<file path="src/rtl/instr_fetch_unit.sv">
// rtl/instr_fetch_unit.sv - instruction fetch unit: PC, IR/IR-past, memory read handshake
//
// Ports:
//   clk_i, rstn_i           clock (rising edge), asynchronous active-low reset
//   IRWrite_i               fetch request pulse, honoured only in IDLE
//   PCWrite_i, PCNext_i     PC update; deferred to a pending register while busy
//   mem_req_o, mem_addr_o   read request / address (request only in REQ)
//   mem_gnt_i               request accepted
//   mem_rvalid_i, mem_rdata_i  read data return, honoured only in WAIT
//   Instr_o, InstrPast_o    current / previous instruction
//   PC_o, OldPC_o           program counter / PC of the instruction in Instr_o
//   busy_o, done_o, err_o   stall, one-cycle completion pulse, sticky error
module instr_fetch_unit #(
  parameter int          XLEN     = 32,
  parameter logic [31:0] RESET_PC = 32'h0000_0000,
  parameter int          TIMEOUT  = 255
) (
  input  logic            clk_i,
  input  logic            rstn_i,
  input  logic            IRWrite_i,
  input  logic            PCWrite_i,
  input  logic [XLEN-1:0] PCNext_i,
  output logic            mem_req_o,
  output logic [XLEN-1:0] mem_addr_o,
  input  logic            mem_gnt_i,
  input  logic            mem_rvalid_i,
  input  logic [XLEN-1:0] mem_rdata_i,
  output logic [XLEN-1:0] Instr_o,
  output logic [XLEN-1:0] InstrPast_o,
  output logic [XLEN-1:0] PC_o,
  output logic [XLEN-1:0] OldPC_o,
  output logic            busy_o,
  output logic            done_o,
  output logic            err_o
);

  localparam logic [XLEN-1:0] NOP      = XLEN'(32'h0000_0013);
  localparam logic [XLEN-1:0] PC_RESET = XLEN'(RESET_PC);
  localparam logic [7:0]      TMO_LAST = 8'(TIMEOUT - 1);

  typedef enum logic [2:0] {IDLE, REQ, WAIT, DONE, ERR} state_e;

  state_e          state_q, state_d;
  logic [XLEN-1:0] pc_q, pc_d;
  logic [XLEN-1:0] old_pc_q, old_pc_d;
  logic [XLEN-1:0] instr_q, instr_d;
  logic [XLEN-1:0] instr_past_q, instr_past_d;
  logic [XLEN-1:0] addr_q, addr_d;
  logic [XLEN-1:0] pend_q, pend_d;
  logic            pend_vld_q, pend_vld_d;
  logic            err_q, err_d;
  logic [7:0]      cnt_q, cnt_d;
  logic            busy;

  assign busy = (state_q == REQ) || (state_q == WAIT);

  always_ff @(posedge clk_i or negedge rstn_i) begin
    if (!rstn_i) begin
      state_q      <= IDLE;
      pc_q         <= PC_RESET;
      old_pc_q     <= PC_RESET;
      instr_q      <= NOP;
      instr_past_q <= NOP;
      addr_q       <= PC_RESET;
      pend_q       <= '0;
      pend_vld_q   <= 1'b0;
      err_q        <= 1'b0;
      cnt_q        <= '0;
    end else begin
      state_q      <= state_d;
      pc_q         <= pc_d;
      old_pc_q     <= old_pc_d;
      instr_q      <= instr_d;
      instr_past_q <= instr_past_d;
      addr_q       <= addr_d;
      pend_q       <= pend_d;
      pend_vld_q   <= pend_vld_d;
      err_q        <= err_d;
      cnt_q        <= cnt_d;
    end
  end

  always_comb begin
    state_d      = state_q;
    pc_d         = pc_q;
    old_pc_d     = old_pc_q;
    instr_d      = instr_q;
    instr_past_d = instr_past_q;
    addr_d       = addr_q;
    pend_d       = pend_q;
    pend_vld_d   = pend_vld_q;
    err_d        = err_q;
    cnt_d        = cnt_q;

    case (state_q)
      IDLE: begin
        if (IRWrite_i) begin
          // Latch the pre-update PC so a same-edge PCWrite cannot move the fetch.
          addr_d = pc_q;
          err_d  = 1'b0;
          if (pc_q[1:0] == 2'b00) begin
            state_d = REQ;
          end else begin
            state_d      = ERR;
            instr_d      = NOP;
            instr_past_d = instr_q;
            err_d        = 1'b1;
          end
        end
      end
      REQ: begin
        if (mem_gnt_i) begin
          state_d = WAIT;
          cnt_d   = '0;
        end
      end
      WAIT: begin
        // Data arriving on the last allowed cycle still wins over the timeout.
        if (mem_rvalid_i) begin
          state_d      = DONE;
          instr_d      = mem_rdata_i;
          instr_past_d = instr_q;
          old_pc_d     = addr_q;
        end else if (cnt_q == TMO_LAST) begin
          state_d      = ERR;
          instr_d      = NOP;
          instr_past_d = instr_q;
          err_d        = 1'b1;
        end else begin
          cnt_d = cnt_q + 8'd1;
        end
      end
      DONE, ERR: begin
        state_d = IDLE;
        if (pend_vld_q) begin
          pc_d       = pend_q;
          pend_vld_d = 1'b0;
        end
      end
      default: state_d = IDLE;
    endcase

    // A direct write while not busy is newer than any pending value, so it wins.
    if (PCWrite_i) begin
      if (busy) begin
        pend_d     = PCNext_i;
        pend_vld_d = 1'b1;
      end else begin
        pc_d = PCNext_i;
      end
    end
  end

  assign mem_req_o   = (state_q == REQ);
  assign mem_addr_o  = (state_q == REQ) ? addr_q : pc_q;
  assign busy_o      = busy;
  assign done_o      = (state_q == DONE);
  assign err_o       = err_q;
  assign Instr_o     = instr_q;
  assign InstrPast_o = instr_past_q;
  assign PC_o        = pc_q;
  assign OldPC_o     = old_pc_q;

endmodule
</file>
<file path="config.mk">
export PLATFORM = sky130hd
export DESIGN_NAME = instr_fetch_unit
export DESIGN_NICKNAME = d
export VERILOG_FILES = /design/src/rtl/instr_fetch_unit.sv
export SDC_FILE = /design/constraint.sdc
export NUM_CORES = 1
export LEC_CHECK = 0
export ABC_AREA = 0
export CAP_MARGIN = 20
export CORE_UTILIZATION = 48
export CTS_BUF_LIST = sky130_fd_sc_hd__clkbuf_4 sky130_fd_sc_hd__clkbuf_8 sky130_fd_sc_hd__clkbuf_16
export CTS_CLUSTER_DIAMETER = 120
export DETAILED_ROUTE_END_ITERATION = 8
export GPL_ROUTABILITY_DRIVEN = 0
export GPL_TIMING_DRIVEN = 0
export PLACE_DENSITY = 0.77
export SYNTH_ARGS = -nofsm -noshare
export SYNTH_HDL_FRONTEND = slang
export SYNTH_SLANG_ARGS = --single-unit
export TNS_END_PERCENT = 5
</file>
<file path="constraint.sdc">
create_clock -name clk_i -period 2.3 [get_ports clk_i]
set_input_delay 0.23 -clock clk_i [delete_from_list [all_inputs] [get_ports clk_i]]
set_output_delay 0.23 -clock clk_i [all_outputs]
set_load 0.05 [all_outputs]
</file>
==> results.md <==
- First-pass GRT wire length: approximately 34 mm
- Final worst slack: -0.09547 ns
- Full die area: around 18000 um^2
- CORE AREA: between 15000 and 20000 um^2
- Slowest cell delay on critical path: between 0.3 and 0.4 ns
- Reg power frac: 30.1%
- Initial antenna violation count: 0
- DRT antenna net count: 0
- Worst rel slew slack: a little over two fifths
- Top-count cell post-synth: dfrtp_1
- Seq/Total Area, Yosys: around 60%
- Min cycle time layout: between 2 and 2.5 ns
- Pwr/cell area: 1668 nW/um^2
- Drt via density: ~5.3
- Crit path DAT: between 2 and 2.5 ns
- H-tree Lvls: 1
- Static leakage power: 5.720 nW
- FFs w/ async S/R, synth: 100.0%
- Worst min path class: in -> reg
- Placed Cells: approximately 1100
- Post-synth top area share: between 50 and 60%
- Final Util: ~70%
- Internal: 11.63 mW
- Dpl hpwl: about 15 mm
- Fin cells: around 1200
- Final Hold Fails: 0
- Crit start category: register
- Fin nets: between 1000 and 1500
- Cells after Synth: about 680
- Residual DRC: 0
- CP top delay family: buffers and inverters
- Vias in the first global route: roughly 6300
- Clock slew at reported path FFs: around 0.060 ns
- Total global routing overflow: 0
- Library cells used by synthesis: 43
- Filler cells: about 1300
- CP Max Fanout: 10
- Clk Tree Root Cell: clkbuf_16
- CP Cell Sequence: buf_4, nor3b_4, buf_12, clkbuf_16, mux2_4, buf_8
- Metal-1 WL: 9.485 mm
- Top area cells in the synthesized netlist: dfrtp_1 (58%), mux2_2 (13%), nand2_1 (6.1%), mux2_4 (4.9%), a2bb2oi_1 (3.3%)
- 1st-iter DRT viols: roughly 330
- Clock latency on the worst-skew pair: slightly above 0.5 ns
- RSZ-0062 raised after global routing: yes
- Clock power frac: around 18%
- CP Capture Type: primary output
- Area growth syn-to-layout: 43.94%
- CTS tree: built
- Post-placement worst setup slack: -0.3922 ns
- Router iterations before antenna repair: 4
- Share of the clock period used by the worst path: 104.2%
- Reg-to-Reg Start: state_q[1]
- WHS: between 0.2 and 0.3 ns
- Gr usage total: between 20% and 30%
- Clock skew: 0.01280 ns
- Switch share: between 40% and 50%
- Clock Path Buffers: 3
- Comb pwr share: between 50% and 60%
- Crit path kind: reg -> out
- Die width: about 140 um
- Routed Wire Length: between 20 and 25 mm
- Worst reg-to-reg setup slack: between 0.15 and 0.2 ns
- Cell taking the most area after synthesis: dfrtp_1
- Clk sinks: 205
- Max Fclk: about 420 MHz
- Synth warn: 0
- DR WL met2: around 11 mm
- Die height: around 140 um
- Initial Util: between 40% and 50%
- Tightest Pin Transition: roughly 0.84 ns
- IO Port Bufs: approximately 230
- Max IR drop VDD: roughly 0.0015 V
- Failing checks: negative setup slack
- Top_reg_cell synth: dfrtp_1
- Master of the slowest instance on the critical path: dfrtp_1
- Status: finished, violations left
- Final Max Slew Viols: 0
- Final total power: just over 20 mW
- Max Used Layer: met4
- Largest net degree at the start of global routing: around 120
- Detailed-route via count: around 6300
- Multi-input gate area: 3312 um^2
- Max-Cap Viols: 0
- TritonCTS buffer count: 22
- Io pins: 234
- Share of layout cells above drive strength 1: 25.96%
- EDFF count, synth: 0
- DR WL/cell: around 19 um
- Synthesized flop and latch total: slightly above 200
- Row cnt: 48
- Worst EP required: a little over 2 ns
- Hold path startpoint: mem_rdata_i[1]
- Critical Path Source: state_q[0]
- Avg Inst Size Synth: between 10 and 15 um^2
- Syn_nets: 750
- Routed met3 length: 2.189 mm
- Reg area: 5137 um^2
- Final setup vio count: 32
- Psw: roughly 9 mW
- # diodes: 0
- Buf/Inv on CP: 4
- Commonest cells post-synth: dfrtp_1 (199), nand2_1 (139), mux2_2 (99)
- Synth Cell Area: 8605 um^2
## logic make-up (layout without fill, tap and decap cells)
family                     after synthesis  count (layout)  synth area share (%)
AOI/OAI and AO/OA                      120             120                 10.47
xor gates and xnor gates                 1               1                0.1018
adders and majority gates                2               2                0.2908
buffers and inverters                   50             331                 2.836
DFF                                    205             205                 59.71
muxes                                  131             131                 18.34
and+or+nand+nor                        169             169                 8.259
## layout by cell type (no fill, tap or decap), types with 3 or more instances in the layout
| master | n |
|---|---|
| buf_2 | 20 |
| a22o_1 | 29 |
| nor2_1 | 8 |
| nand2b_1 | 5 |
| buf_12 | 3 |
| a2bb2oi_1 | 32 |
| buf_6 | 13 |
| dfrtp_1 | 199 |
| o21ai_0 | 4 |
| mux2_2 | 79 |
| mux2_4 | 48 |
| a31oi_1 | 4 |
| clkdlybuf4s50_1 | 197 |
| buf_4 | 7 |
| a21oi_1 | 38 |
| nand2_1 | 138 |
| dfstp_2 | 6 |
| bufinv_16 | 3 |
| and3_1 | 4 |
| buf_8 | 22 |
| clkinv_2 | 4 |
| clkbuf_4 | 5 |
| clkbuf_8 | 3 |
| clkbuf_16 | 26 |
| inv_1 | 7 |
| clkbuf_1 | 14 |
## worst reg2reg max path, delay by kind of cell, from the launching register on
family,cells,cell delay (ns)
flops,1,0.40
mux,1,0.39
buf+inv,2,0.55
simple gates,2,0.65
## stage by stage
| step | TNS, ns | cell area [um^2] |
|---|---|---|
| finish | -2.171 | 12390 |
| global route | -4.153 | 12390 |
| floorplan | 0 | 8605 |
| detailed placement | -9.911 | 11250 |
| global placement | -1556.57 | 11220 |
| CTS | -4.076 | 12000 |
## power by group through the flow
| stage | Sequential (mW) | Combinational, mW | Clock (mW) |
|---|---|---|---|
| 2_1_floorplan | 8.83 | 4.05 | 0 |
| 3_3_place_gp | 6.17 | 10.0 | 0 |
| 3_5_place_dp | 6.23 | 10.1 | 0 |
| 4_1_cts | 6.19 | 10.1 | 3.81 |
| 5_1_grt | 6.41 | 11.2 | 3.97 |
| 6_report | 6.21 | 10.7 | 3.75 |
## state kept, by name, summed over array words and instances (netlist names), 3 cells and up
register,cells
OldPC_o,32
state_q,3
InstrPast_o,32
Instr_o,32
addr_q,32
pend_q,32
cnt_q,8
PC_o,32
## cell type report
class / instances / share of cell area [%]
Multi-Input combinational cell: 423 / 26.74
Clock buffer: 31 / 5.283
Buffer: 43 / 2.323
Sequential cell: 205 / 41.48
Timing Repair Buffer: 242 / 20.73
Clock inverter: 8 / 0.9597
Inverter: 7 / 0.2121
Tap cell: 225 / 2.273
## layer usage
metal | track usage, % | vias to the layer above
li1 | - | 2932
met1 | 31.08 | 3116
met2 | 38.97 | 241
met3 | 7.718 | 32
met4 | 6.173 | 0
met5 | 0 | -
## repair_timing
item	CTS	global route
resized for setup	201	91
cloned	1	3
pin swaps	0	1
hold endpoints to repair	112	0
endpoints found under the setup margin	35	50
buffers inserted	0	3
hold buffers	1	0
## worst paths after layout
kind / end / cells past startpoint
min reg2reg: Instr_o[0] / 2
max in group asynchronous: addr_q[30] / 3
min in group asynchronous: Instr_o[16] / 2
max reg2reg: addr_q[13] / 5
max: mem_addr_o[30] / 6
min: Instr_o[1] / 3
No activity file was read; power rests on OpenSTA's default activity.
